<file path="src/rtl/mul_radix16_sequencer.sv">
// Sequential unsigned 32x32->64 multiply-accumulate, one 4-bit multiplier digit per cycle.
// Exits early once the remaining multiplier digits are all zero.
`timescale 1ns/1ps
module mul_radix16_sequencer #(
    parameter int unsigned W = 32
) (
    input  logic             clk,
    input  logic             rst,
    input  logic             start_valid,
    output logic             start_ready,
    input  logic [W-1:0]     op_a,
    input  logic [W-1:0]     op_b,
    input  logic             acc_en,
    input  logic [2*W-1:0]   acc_in,
    output logic             res_valid,
    input  logic             res_ready,
    output logic [2*W-1:0]   result,
    output logic             busy
);
    localparam int unsigned DIGIT_W = 4;
    localparam int unsigned PP_W    = W + DIGIT_W;
    localparam int unsigned RES_W   = 2 * W;
    localparam int unsigned CNT_W   = 3;

    typedef enum logic [1:0] {
        IDLE = 2'd0,
        CALC = 2'd1,
        DONE = 2'd2
    } state_t;

    state_t             state;
    state_t             state_next;
    logic [W-1:0]       a;
    logic [W-1:0]       b;
    logic [RES_W-1:0]   acc;
    logic [CNT_W-1:0]   cnt;

    logic               load;
    logic               step;
    logic               finish;
    logic               last;
    logic [PP_W-1:0]    pp;
    logic [RES_W-1:0]   acc_sum;

    // State register
    always_ff @(posedge clk) begin
        if (rst) begin
            state <= IDLE;
        end else begin
            state <= state_next;
        end
    end

    // Next-state, handshake and datapath strobes
    always_comb begin
        state_next  = state;
        load        = 1'b0;
        step        = 1'b0;
        finish      = 1'b0;
        start_ready = (state == IDLE) && !rst;
        pp          = PP_W'(a) * PP_W'(b[DIGIT_W-1:0]);
        acc_sum     = acc + (RES_W'(pp) << {cnt, 2'b00});
        last        = (b[W-1:DIGIT_W] == '0) || (cnt == CNT_W'(7));
        case (state)
            IDLE: begin
                if (start_valid && start_ready) begin
                    state_next = CALC;
                    load       = 1'b1;
                end
            end
            CALC: begin
                step = 1'b1;
                if (last) begin
                    state_next = DONE;
                    finish     = 1'b1;
                end
            end
            DONE: begin
                if (res_valid && res_ready) begin
                    state_next = IDLE;
                end
            end
            default: state_next = IDLE;
        endcase
    end

    // Operand, accumulator and result registers
    always_ff @(posedge clk) begin
        if (rst) begin
            a         <= '0;
            b         <= '0;
            acc       <= '0;
            cnt       <= '0;
            result    <= '0;
            res_valid <= 1'b0;
            busy      <= 1'b0;
        end else begin
            busy <= (state_next != IDLE);
            if (load) begin
                a   <= op_a;
                b   <= op_b;
                acc <= acc_en ? acc_in : '0;
                cnt <= '0;
            end else if (step) begin
                acc <= acc_sum;
                b   <= b >> DIGIT_W;
                cnt <= cnt + CNT_W'(1);
            end
            if (finish) begin
                result    <= acc_sum;
                res_valid <= 1'b1;
            end else if ((state == DONE) && res_ready) begin
                res_valid <= 1'b0;
            end
        end
    end

endmodule

</file>
<file path="config.mk">
export PLATFORM = sky130hd
export DESIGN_NAME = mul_radix16_sequencer
export DESIGN_NICKNAME = d
export VERILOG_FILES = /design/src/rtl/mul_radix16_sequencer.sv
export SDC_FILE = /design/constraint.sdc
export NUM_CORES = 1
export LEC_CHECK = 0
export BUFFER_PORTS_ARGS = -buffer_cell sky130_fd_sc_hd__buf_2
export CAP_MARGIN = 20
export CORE_UTILIZATION = 46
export DETAILED_ROUTE_END_ITERATION = 12
export GPL_ROUTABILITY_DRIVEN = 0
export GPL_TIMING_DRIVEN = 1
export PLACE_DENSITY = 0.65
export SETUP_SLACK_MARGIN = 0.4
export SKIP_CTS_REPAIR_TIMING = 1
export SYNTH_ARGS = -nofsm -noshare
export SYNTH_HDL_FRONTEND = slang
export SYNTH_SLANG_ARGS = --single-unit
</file>
<file path="constraint.sdc">
create_clock -name clk -period 17.1 [get_ports clk]
set_input_delay 1.71 -clock clk [delete_from_list [all_inputs] [get_ports clk]]
set_output_delay 1.71 -clock clk [all_outputs]
set_load 0.03 [all_outputs]
</file>
* Yosys cells after proc, flatten, opt, wreduce, memory -nomap -nowiden *
Cells that the tools add are included.

cells by class
  add/sub/neg operators = 2
  $mul = 1
  eq/ne operators = 3
  shift-type cells = 1
  multiplexer cells = 16
  reduce and logical (&&, ||, !) cells = 12

operator list
  cell                   number
  $mux W64               3
  $add A64 B64 Y64       1
  $mux W32               2
  $shl A36 B5 Y64        1
  $mul A32 B4 Y36        1
  $logic_not A28 Y1      1
  $mux W1                7
  $mux W2                3
  $pmux W2 S3            1
  $reduce_bool A2 Y1     3
  $logic_and A1 B1 Y1    4
  $add A3 B1 Y3 const B  1
  $eq A3 B3 Y1 const B   1
  $eq A2 B1 Y1 const B   1
  $eq A2 B2 Y1 const B   1
  $logic_not A2 Y1       1
  $reduce_or A2 Y1       1
  $logic_not A1 Y1       1
  $logic_or A1 B1 Y1     1

word-level totals
  flip-flop bits (word level) = 199
  bits of input ports = 133
  output and inout port bits = 67
  word-level logic and storage cells = 43

* Logic depth before layout (Yosys ltp) *
Gate-level depths: netlist (run 1).

  word-level depth = 6
  gate-level depth with buffers = 30
  depth with buffers taken out = 27

* Least setup slack after synthesis (run 1) *
No wires, ideal clock.

  kind = register to register
  start = register b[3]
  end = register acc[57]
  library setup time = 0.103 ns
  data arrival time = 6.591 ns
  data required time = 16.997 ns
  slack = 10.405 ns
  stages on the path, launching flop included = 28
  path buffers = 2
  period minus slack after synthesis = 6.695 ns
  cells stage by stage = dfxtp_1 -> clkbuf_1 -> nand2_1 -> fa_1 -> inv_1 -> fa_1 -> fa_1 -> a21o_1 -> a21oi_1 -> o21ba_2 -> o22a_1 -> a21oi_1 -> o2111a_1 -> or4_1 -> a31oi_1 -> o21a_1 -> o2bb2ai_1 -> ha_1 -> clkbuf_1 -> nand3_1 -> or2_2 -> a211oi_2 -> o31ai_1 -> a211oi_2 -> nor2_1 -> o31ai_2 -> xnor2_1 -> a2111oi_2

on the way
  word-level cells in the longest chain between the ends = 5

ends and longest elaborated chain
  item                    RTL line  source
  from (decl)             34        logic [W-1:0] b;
  from (signal assigned)  101       b <= op_b;
  from (signal assigned)  106       b <= b >> DIGIT_W;
  $mul A32 B4 Y36         61        pp = PP_W'(a) * PP_W'(b[DIGIT_W-1:0]);
  $shl A36 B5 Y64         62        acc_sum = acc + (RES_W'(pp) << {cnt, 2'b00});
  $add A64 B64 Y64        62
  $mux W64                104       end else if (step) begin
  $mux W64                99        if (load) begin
  to (signal assigned)    102       acc <= acc_en ? acc_in : '0;
  to (signal assigned)    105       acc <= acc_sum;
  to (decl)               35        logic [RES_W-1:0] acc;

No other way between the ends. The select of a mux whose other input is x is not followed.
A chain may end at the register's enable or synchronous reset.

* Worst setup path in the final report (run 1) *
  start = register b[1]
  end = register result[54]

on the way
  word-level cells in the longest chain between the ends = 3

ends and longest elaborated chain
  item                  RTL line  source
  $mul A32 B4 Y36       61
  $shl A36 B5 Y64       62
  $add A64 B64 Y64      62
  to (signal assigned)  110       result <= acc_sum;
  to (decl)             17        output logic [2*W-1:0] result,

No other way between the ends.

==> impl_results.md, run 1 <==
* Status: finished, violations left
* Violated checks: DRC
* Power per Cell Area at between 70 and 80 nW/um2
* Yosys warns at 0
* Total negative setup slack at 0 ns
* Largest net degree at the start of global routing at approximately 100
* CTS buffer count at 17
* Ys flop type: dfxtp_1
* First-pass GRT wire length at between 80 and 90 mm
* Total chip power at 1510 uW
* Final Util at 51.3%
* Final Net Count at about 2800
* EDFF count, synth at 0
* Static leakage at 0.00886 uW
* Mapped Avg Cell Area at 7.27 um2
* Wire per inst at 17.8 um
* WL final at 53.6 mm
* Die Span Y at 197 um
* Maximum fanout along the worst path at 33
* Die width at 197 um
* Cells on worst reg2reg path at 26
* Initial antenna violation count at 2
* HPWL Detailed at between 40 and 50 mm
* Area after DPL at 18600 um2
* Pre-Repair DR Iteration Count at 9
* Row cnt at approximately 70
* Max Root-Sink Buffers at 2
* R2R Setup Slk at 8.95 ns
* Hold WC Path Type: reg2reg
* Total GRT Usage at 27.5%
* Yosys reg bits at 199
* Start point of the worst min-delay path: result[20]
* Hold-critical path endpoint: result[20]
* DRC at 4
* Avg Vias per Cell at 5.82
* Count of unique library cells instantiated by Yosys at 81
* Die ar. at 38800 um2
* Area grow syn2layout at 10.2%
* Max_cap viols at 0
* Total congestion overflow at 0
* Clk_lat worst skew at 0.47 ns
* CTS tree: built
* Synth Instances at roughly 2400
* Hold Path Cell Cnt at 2
* Post-DRT Antenna Nets at 0
* DR vias at 17500
* Critical Path Sink Type: flop
* FFs w/ async S/R, synth at 0%
* Fin crit share at 47.6%
* Worst-margin pin slew at approximately 1.0 ns
* Htree depth at 4
* Commonest non-fill, non-tap cell in the layout: nand2_1
* Final Hold Vio Count at 0
* Core Footprint at 37600 um2
* Share of layout cells above drive strength 1 at 11.9%
* Net Count, Synth at 2706
* Starting Density at between 40% and 50%
* FF+latch area at between 3000 and 4000 um2
* VDD IR-drop max at about 82 uV
* Post-layout min period at 8.15 ns
* Hold slack final at between 0.4 and 0.5 ns
* Cell area after layout at 19300 um2
* Unrepaired setup endpoints after global routing: no
* Path type of the worst setup path: reg2reg
* Synth Cell Area at 17500 um2
* Port bufs at ~200
* Fill count at 3794
* Skew final at between 0.015 and 0.02 ns
* Most frequent cells in the layout: nand2_1 (342), a21oi_1 (311), dfxtp_1 (199)
* RR Endpoint: result[54]
* Io pins at 200
* Worst slew margin at 29.6%
* Max Freq at 123 MHz
* Crit path required time at between 15 and 20 ns
* Final setup viols at 0
* Register area share after synthesis at 22.8%
* DRT iter0 DRCs at 1351
* Clk slew on worst S/H paths at 0.08 ns
* CP startpoint kind: flop
* Multi-input gate area at 12300 um2
* Fin. max-slew vios at 0
* Crit path arrival time at about 8.5 ns
* Reg-to-Reg Start: b[1]
* Clk Tree Root Cell: clkbuf_16
* Vias in the first global route at 16300
* Clock sinks at 199
[where the power goes]
| group | internal [uW] | switching, uW | leakage, uW |
|---|---|---|---|
| Sequential | 517 | 43.4 | 0.00162 |
| Combinational | 174 | 350 | 0.00695 |
| Clock | 207 | 217 | 0.000280 |
| Total | 898 | 611 | 0.00886 |
[logic make-up (layout without fill, tap and decap cells)]
kind of cell	Yosys count	in the layout	share of synthesized area, %
and+or+nand+nor	892	892	23.8
xor gates and xnor gates	87	87	4.40
other	0	3	0
buffers and inverters	318	402	6.97
DFF	199	199	22.8
adders and majority gates	166	166	14.5
AOI/OAI and AO/OA	702	702	25.0
muxes	43	43	2.54
[per-layer routing]
| metal | part of all wire (%) | up-vias | GRT usage (%) | wire, um |
|---|---|---|---|---|
| met5 | 0.019 | - | 0 | 10 |
| met4 | 2.5 | 2 | 8.64 | 1340 |
| met3 | 7.8 | 81 | 5.41 | 4200 |
| met2 | 44 | 670 | 42.5 | 23500 |
| met1 | 46 | 8219 | 38.5 | 24500 |
| li1 | - | 8524 | - | - |
[flip-flops by register name, summed over array words and instances, names as in the netlist]
register / flops
a: 32
acc: 64
b: 32
busy: 1
cnt: 3
res_valid: 1
result: 64
state: 2
[critical path, stage by stage (launching register included)]
cell and delay (ns):
dfxtp_1 0.94, nand2_1 0.16, fa_1 0.53, inv_1 0.05, fa_1 0.53, ha_1 0.33
a211oi_1 0.33, o21ai_1 0.17, a32o_1 0.32, a211oi_2 0.34, nand2_1 0.18, a221oi_1 0.36
xnor2_1 0.22, mux2i_1 0.17, mux2i_1 0.12, mux2_2 0.29, ha_1 0.42, a21o_1 0.17
a21o_1 0.11, a21oi_1 0.09, and2_1 0.20, nand3_1 0.07, o21ai_0 0.13, nor4_1 0.91
o21ai_0 0.35, or3_1 0.38, a31oi_1 0.16
[cell usage after synthesis (all sizes together), types with 14 or more instances]
cell	instances	area [um2]
nand3	48	240
ha	105	1310
nand2	346	1300
a21oi	312	1570
xor2	32	280
buf	20	100
a22oi	32	240
mux2i	32	320
inv	150	563
nand4	24	156
nor4	55	344
nor2	199	747
a211oi	19	163
and2	108	676
a21o	73	548
o31ai	15	118
fa	61	1220
o21a	14	105
a2111oi	17	164
o21bai	25	188
dfxtp	199	3980
o21ai	96	480
a31oi	16	100
and3	22	138
nor3	38	195
xnor2	55	489
clkbuf	147	552
[layout make-up]
class / count / share of cell area (%)
Clock buffer: 17 / 2.21
Inverter: 151 / 2.94
Multi-Input combinational cell: 1890 / 63.9
Tap cell: 511 / 3.32
Sequential cell: 199 / 20.7
Clock inverter: 15 / 0.857
Antenna cell: 3 / 0.0389
Timing Repair Buffer: 219 / 6.08
[metrics by stage]
stage,std cells,setup WS (ns)
2_1_floorplan,2407,10.41
3_3_place_gp,2969,9.28
3_5_place_dp,2969,9.14
4_1_cts,3001,9.11
5_1_grt,3002,8.46
6_report,3005,8.95
[how the worst max path moves through the flow]
stage                  to  slack, ns  cells after the start  startpoint
6_report       result[54]       8.95                     26        b[1]
5_1_grt        result[54]       8.46                     26        b[1]
4_1_cts        result[54]       9.11                     26        b[1]
3_5_place_dp      acc[62]       9.14                     26        b[1]
3_3_place_gp   result[54]       9.28                     26        b[1]
2_1_floorplan     acc[57]      10.41                     27        b[3]
Note: power is estimated with default switching activity, not from simulation.
==> inputs of run 2 (changes only) <==
Clock period 17.1 ns to 8.05 ns, I/O delays scaled along.
==> run 2 against run 1 <==
Against the previous run:
- sequential power rose by 110%
- register-to-register slack got worse by 8.4 ns
- final area up 1.3%
- largest power group unchanged
- wire length up 1.8%
- count of clock-buffer cells in the layout unchanged
- critical endpoint is now acc[62]
- combinational power up 110%
- first-iteration DRC count rose by 6.7%
- setup slack got worse by 8.4 ns
- the run now ends clean
- via count up 0.67%
- non-clock buffer count rose by 11
- fmax grew 9.4%
==> impl_results.md, run 2 (synthesis results as in run 1) <==
* Post-layout min period at 7.45 ns (-0.698 ns)
* Top Usage Layer GRT: met2
* M1 GR Usage at 38.5% (about the same)
* Starting Density at 46.5% (unchanged)
* Worst path slowest cell: or4_4
* Final Worst Setup Slack at 0.601 ns (-8.35 ns)
* Area grow syn2layout at 11.6%
* Die Span Y at 197 um (unchanged)
* VDD IR-drop max at 174 uV (+110%)
* Worst slew margin at 47.7% (+18 points)
* Share of layout cells above drive strength 1 at 13.5% (+1.6 points)
* Commonest non-fill, non-tap cell in the layout: nand2_1
* Hold slack final at 0.451 ns (-0.00251 ns)
* Fin. max-slew vios at 0 (unchanged)
* Crit path arrival time at 7.83 ns (-0.71 ns)
* RR Endpoint: acc[62]
* Unrepaired setup endpoints after global routing: yes
* Core Footprint at 37600 um2 (unchanged)
* Worst-margin pin slew at 0.785 ns (-0.262 ns)
* Reg-to-Reg Start: b[1]
* Routing usage on met3 at 4.84% (-0.56 points)
* Most frequent cells in the layout: nand2_1 (342), a21oi_1 (306), buf_2 (198)
* Hold-critical path endpoint: result[14]
* CTS tree: built
* Port bufs at 199 (unchanged)
* HPWL Detailed at 41.6 mm (+1.8%)
* Die ar. at 38800 um2 (unchanged)
* Final Net Count at 2788 (+0.40%)
* Total GRT Usage at 27.9% (+0.39 points)
* R2R Setup Slk at 0.60 ns (-8.35 ns)
* Largest net degree at the start of global routing at 73 (-26%)
* Clk slew on worst S/H paths at 0.08 ns (about the same)
* Status: finished, final reports clean
* Max incr delay on CP at 0.57 ns (-0.37 ns)
* DR vias at 17600 (+0.67%)
* Leading registers by flop count: acc: 64 flops, result: 64 flops
* Post-DRT Antenna Nets at 0 (unchanged)
* Avg Vias per Cell at 5.85 (+0.41%)
* Skew final at 0.0211 ns (+0.00436 ns)
* Hold Path Cell Cnt at 2 (unchanged)
* Io pins at 200 (unchanged)
* Initial antenna violation count at 2 (unchanged)
* Critical Path Sink Type: flop
* DRC at 0 (-4)
* Pre-Repair DR Iteration Count at 5 (-4)
* Die width at 197 um (unchanged)
* Static leakage at 0.00893 uW (+0.85%)
* WL final at 54.6 mm (+1.8%)
* CP startpoint kind: flop
* Diodes inserted at 0 (-3)
* Max_cap viols at 0 (unchanged)
* Max Root-Sink Buffers at 2 (unchanged)
* Htree depth at 4 (unchanged)
* Wire per inst at 18.1 um (+1.5%)
* Power per Cell Area at 168 nW/um2 (+110%)
* First-pass GRT wire length at 87.0 mm (+1.3%)
* Clk_lat worst skew at 0.48 ns (about the same)
* Total chip power at 3280 uW (+120%)
* Final Hold Vio Count at 0 (unchanged)
* Maximum fanout along the worst path at 26 (-21%)
* Total congestion overflow at 0 (unchanged)
* Clk Tree Root Cell: clkbuf_16
* Cells on worst reg2reg path at 28 (+7.7%)
* Total negative setup slack at 0 ns (unchanged)
* Fin crit share at 92.5% (+45 points)
* Met2 usage at 44.6% (+2.1 points)
* CP top delay family: compound AO/OA/AOI/OAI gates
* Crit path buf inv count at 3 (+2)
* Hold WC Path Type: reg2reg
* Final setup viols at 0 (unchanged)
* DRT iter0 DRCs at 1441 (+6.7%)
* Path type of the worst setup path: reg2reg
* Final Util at 52.0% (+0.67 points)
* Max Freq at 134 MHz (+9.4%)
* Start point of the worst min-delay path: result[14]
* CP Launch Point: b[1]
* DP Worst Slack at 0.118 ns (-9.03 ns)
* Vias in the first global route at 16400 (+0.66%)
* Row cnt at 71 (unchanged)
* Crit path required time at 8.43 ns (-9.06 ns)
* Clock sinks at 199 (unchanged)
* Worst path depth at 28 (+7.7%)
* CTS buffer count at 17 (unchanged)
run 2: cell types whose count changed in the layout (fill, tap and decap cells not counted), moves of 4 or more:
cell,delta
buf_4,+12
o21ai_0,-7
o21ai_1,+6
a21oi_1,-5
a21oi_2,+5
ha_1,-5
ha_2,+5
dfxtp_1,-4
run 2: area by class of cell:
class	count	area, um2
Inverter	151	567
Tap cell	511	639
Timing Repair Buffer	230	1230
Fill cell	3721	18100
Clock buffer	17	425
Sequential cell	199	4000
Clock inverter	15	219
Multi-Input combinational cell	1890	12400
run 2: layer usage:
layer | wire length [um] | part of all wire, %
met5 | 22 | 0.040
met4 | 1110 | 2.0
met2 | 24900 | 46
met1 | 24800 | 45
met3 | 3740 | 6.9
run 2: per-stage QoR:
step	cell area (um2)	cells
final	19500	3013
after global routing	19500	3013
after CTS	19400	3012
after detailed placement	18700	2980
after global placement	18700	2980
after floorplan	17500	2407
run 2: worst max path at each step:
stage               endpoint  slack, ns
finish               acc[62]       0.60
global route         acc[44]       0.31
CTS                  acc[44]       0.08
detailed placement   acc[44]       0.12
global placement     acc[44]       0.38
floorplan            acc[57]       1.36
run 2: worst reg2reg max path: cells and delay by family, from the launching register on:
kind	cells	cell delay, ns
AO/OA/AOI/OAI	8	2.26
XOR/XNOR	2	0.35
adder cells (fa/ha/maj)	4	1.69
buffers and inverters	3	0.30
flip-flops	1	0.43
multiplexers	2	0.49
AND/OR/NAND/NOR	9	1.82
run 2: report_power, final:
group	internal [uW]	total, uW	switching [uW]	leakage (uW)
Sequential	1100	1200	101	0.00163
Combinational	371	1100	733	0.00699
Clock	529	975	446	0.000310
Total	2000	3280	1280	0.00893
==> inputs of run 3 (changes only) <==
Settings changed: CORE_MARGIN from default to 10.
==> run 3 against run 2 <==
Against the previous run:
- register-to-register slack improved by 0.11 ns
- utilization barely moved
- setup slack improved by 0.11 ns
- first-iteration DRC count up 0.83%
- critical path type unchanged
- highest routed layer is now met4
- clock skew up 0.0040 ns
==> impl_results.md, run 3 (synthesis results as in run 1) <==
* Reg power frac at 36.9% (+0.3 points)
* Final Net Count at 2789 (+0.036%)
* Metal-1 WL at 26.2 mm (+5.6%)
* Non-filler instance count after layout at 3014 (+0.033%)
* Clk_lat worst skew at 0.48 ns (about the same)
* Max_cap viols at 0 (unchanged)
* Worst slew margin at 37.9% (-9.8 points)
* Diodes inserted at 0 (unchanged)
* DRC at 0 (unchanged)
* Hold WC Path Type: reg2reg
* Total negative setup slack at 0 ns (unchanged)
* Hold slack final at 0.453 ns (+0.00151 ns)
* Sw Share at 40.0% (+0.97 points)
* Placed cells at 2979 (-0.034%)
* Unrepaired setup endpoints after global routing: yes
* Power per Cell Area at 166 nW/um2 (-1.3%)
* Leading registers by flop count: acc: 64 flops, result: 64 flops
* Die Span Y at 215 um (+9.1%)
* Final setup viols at 0 (unchanged)
* Avg Vias per Cell at 5.84 (-0.14%)
* Total GRT Usage at 23.1% (-4.9 points)
* CTS tree: built
* Total congestion overflow at 0 (unchanged)
* Crit path arrival time at 7.76 ns (-0.07 ns)
* Area after DPL at 18700 um2 (about the same)
* Clk Tree Root Cell: clkbuf_16
* Row cnt at 71 (unchanged)
* DR WL met2 at 25.4 mm (+2.0%)
* Maximum fanout along the worst path at 13 (-50%)
* Skew final at 0.0251 ns (+0.00402 ns)
* Core Footprint at 37600 um2 (unchanged)
* Crit path required time at 8.47 ns (+0.04 ns)
* First-pass GRT wire length at 89.1 mm (+2.4%)
* HPWL Detailed at 42.7 mm (+2.6%)
* Critical Path Sink Type: flop
* DRT iter0 DRCs at 1453 (+0.83%)
* Max Freq at 136 MHz (+1.5%)
* Max Used Layer: met4
* Htree depth at 4 (unchanged)
* Die width at 215 um (+9.1%)
* Wire per inst at 18.6 um (+2.7%)
* Area grow syn2layout at 11.7% (about the same)
* Starting Density at 46.5% (unchanged)
* Fin. max-slew vios at 0 (unchanged)
* DR vias at 17600 (-0.10%)
* Port bufs at 199 (unchanged)
* Clk slew on worst S/H paths at 0.09 ns (about the same)
* Path type of the worst setup path: reg2reg
* Static leakage at 0.00893 uW (about the same)
* Met3 wire len at 3.61 mm (-3.5%)
* CP startpoint kind: flop
* VDD IR-drop max at 196 uV (+12%)
* Largest net degree at the start of global routing at 119 (+63%)
* WL final at 56.1 mm (+2.8%)
* Fin crit share at 91.1% (-1.4 points)
* CTS buffer count at 17 (unchanged)
* Switching power at 1300 uW (+1.2%)
* Final Hold Vio Count at 0 (unchanged)
* Post-DRT Antenna Nets at 0 (unchanged)
* Worst-margin pin slew at 0.932 ns (+0.147 ns)
* Clock share of power at 28.8% (-0.9 points)
* Io pins at 200 (unchanged)
* Max Root-Sink Buffers at 2 (unchanged)
* Commonest non-fill, non-tap cell in the layout: nand2_1
* Combinational share of power at 34.4% (+0.7 points)
* Internal power at 1940 uW (-2.8%)
* Most frequent cells in the layout: nand2_1 (341), a21oi_1 (304), buf_2 (198)
* Pre-Repair DR Iteration Count at 5 (unchanged)
* Status: finished, final reports clean
* Post-layout min period at 7.34 ns (-0.111 ns)
* Die ar. at 46200 um2 (+19%)
* Clock sinks at 199 (unchanged)
* Share of layout cells above drive strength 1 at 13.7% (+0.11 points)
* Cell area after layout at 19500 um2 (about the same)
* Initial antenna violation count at 0 (-2)
* Vias in the first global route at 16500 (+0.56%)
## run 3: changes by cell type in the layout (fill, tap and decap cells not counted), moves of 2 or more
cell / before / now
a21boi_0: 2 / 4
a21oi_1: 306 / 304
a21oi_4: 0 / 3
bufinv_16: 4 / 2
dfxtp_2: 1 / 3
dfxtp_4: 3 / 1
inv_6: 2 / 5
nor2_1: 197 / 195
nor2_2: 2 / 4
o2111ai_1: 4 / 6
o2111ai_2: 2 / 0
## run 3: worst paths after layout
path	startpoint	to	slack [ns]	cells past startpoint
setup / recovery	b[3]	result[62]	0.71	27
hold / removal	result[41]	result[41]	0.45	2
setup reg to reg	b[3]	result[62]	0.71	27
hold reg to reg	result[41]	result[41]	0.45	2
## run 3: worst max-delay path, stage by stage (launching register included)
cell and delay (ns):
dfxtp_2 0.38, buf_4 0.19, and2_1 0.16, fa_1 0.53, inv_1 0.06, fa_1 0.54
inv_1 0.04, ha_1 0.34, o21ai_0 0.26, o21ai_1 0.16, a32o_1 0.33, a211oi_4 0.31
nand2_2 0.17, a31oi_2 0.29, xnor2_1 0.09, mux2_2 0.30, o21ai_0 0.19, o21ai_0 0.16
ha_2 0.44, nand4_2 0.15, or3_1 0.40, o31a_1 0.33, a21oi_4 0.21, nor4_2 0.11
or4_4 0.56, a2111oi_0 0.41, a31oi_1 0.08, nand3_1 0.08
## run 3: through the flow
step / total power, uW / setup WS [ns] / utilization (%)
6_report: 3240 / 0.713 / 52.0
5_1_grt: 3420 / 0.318 / 52.0
4_1_cts: 3230 / 0.0413 / 51.5
3_5_place_dp: 2300 / 0.0422 / 49.8
3_3_place_gp: 2290 / 0.154 / 49.8
2_1_floorplan: 1990 / 1.36 / -
## run 3: layout make-up
type / instances / area (um2)
fill: 3759 / 18000
clock inverter: 15 / 185
tap: 511 / 639
timing repair buffer: 231 / 1240
multi-input combinational: 1890 / 12500
inverter: 151 / 567
sequential: 199 / 3990
clock buffer: 17 / 425
## run 3: metal layers
| metal | vias to the layer above | GRT usage [%] |
|---|---|---|
| li1 | 8551 | - |
| met1 | 8388 | 31.7 |
| met2 | 601 | 36.8 |
| met3 | 56 | 4.17 |
| met4 | 0 | 5.23 |
| met5 | - | 0 |
## run 3: power groups by stage
stage,sequential (uW),clock (uW),combinational (uW)
final,1190,931,1110
after global routing,1210,984,1220
after CTS,1190,946,1100
after detailed placement,1210,0,1090
after global placement,1210,0,1080
after floorplan,1200,0,787
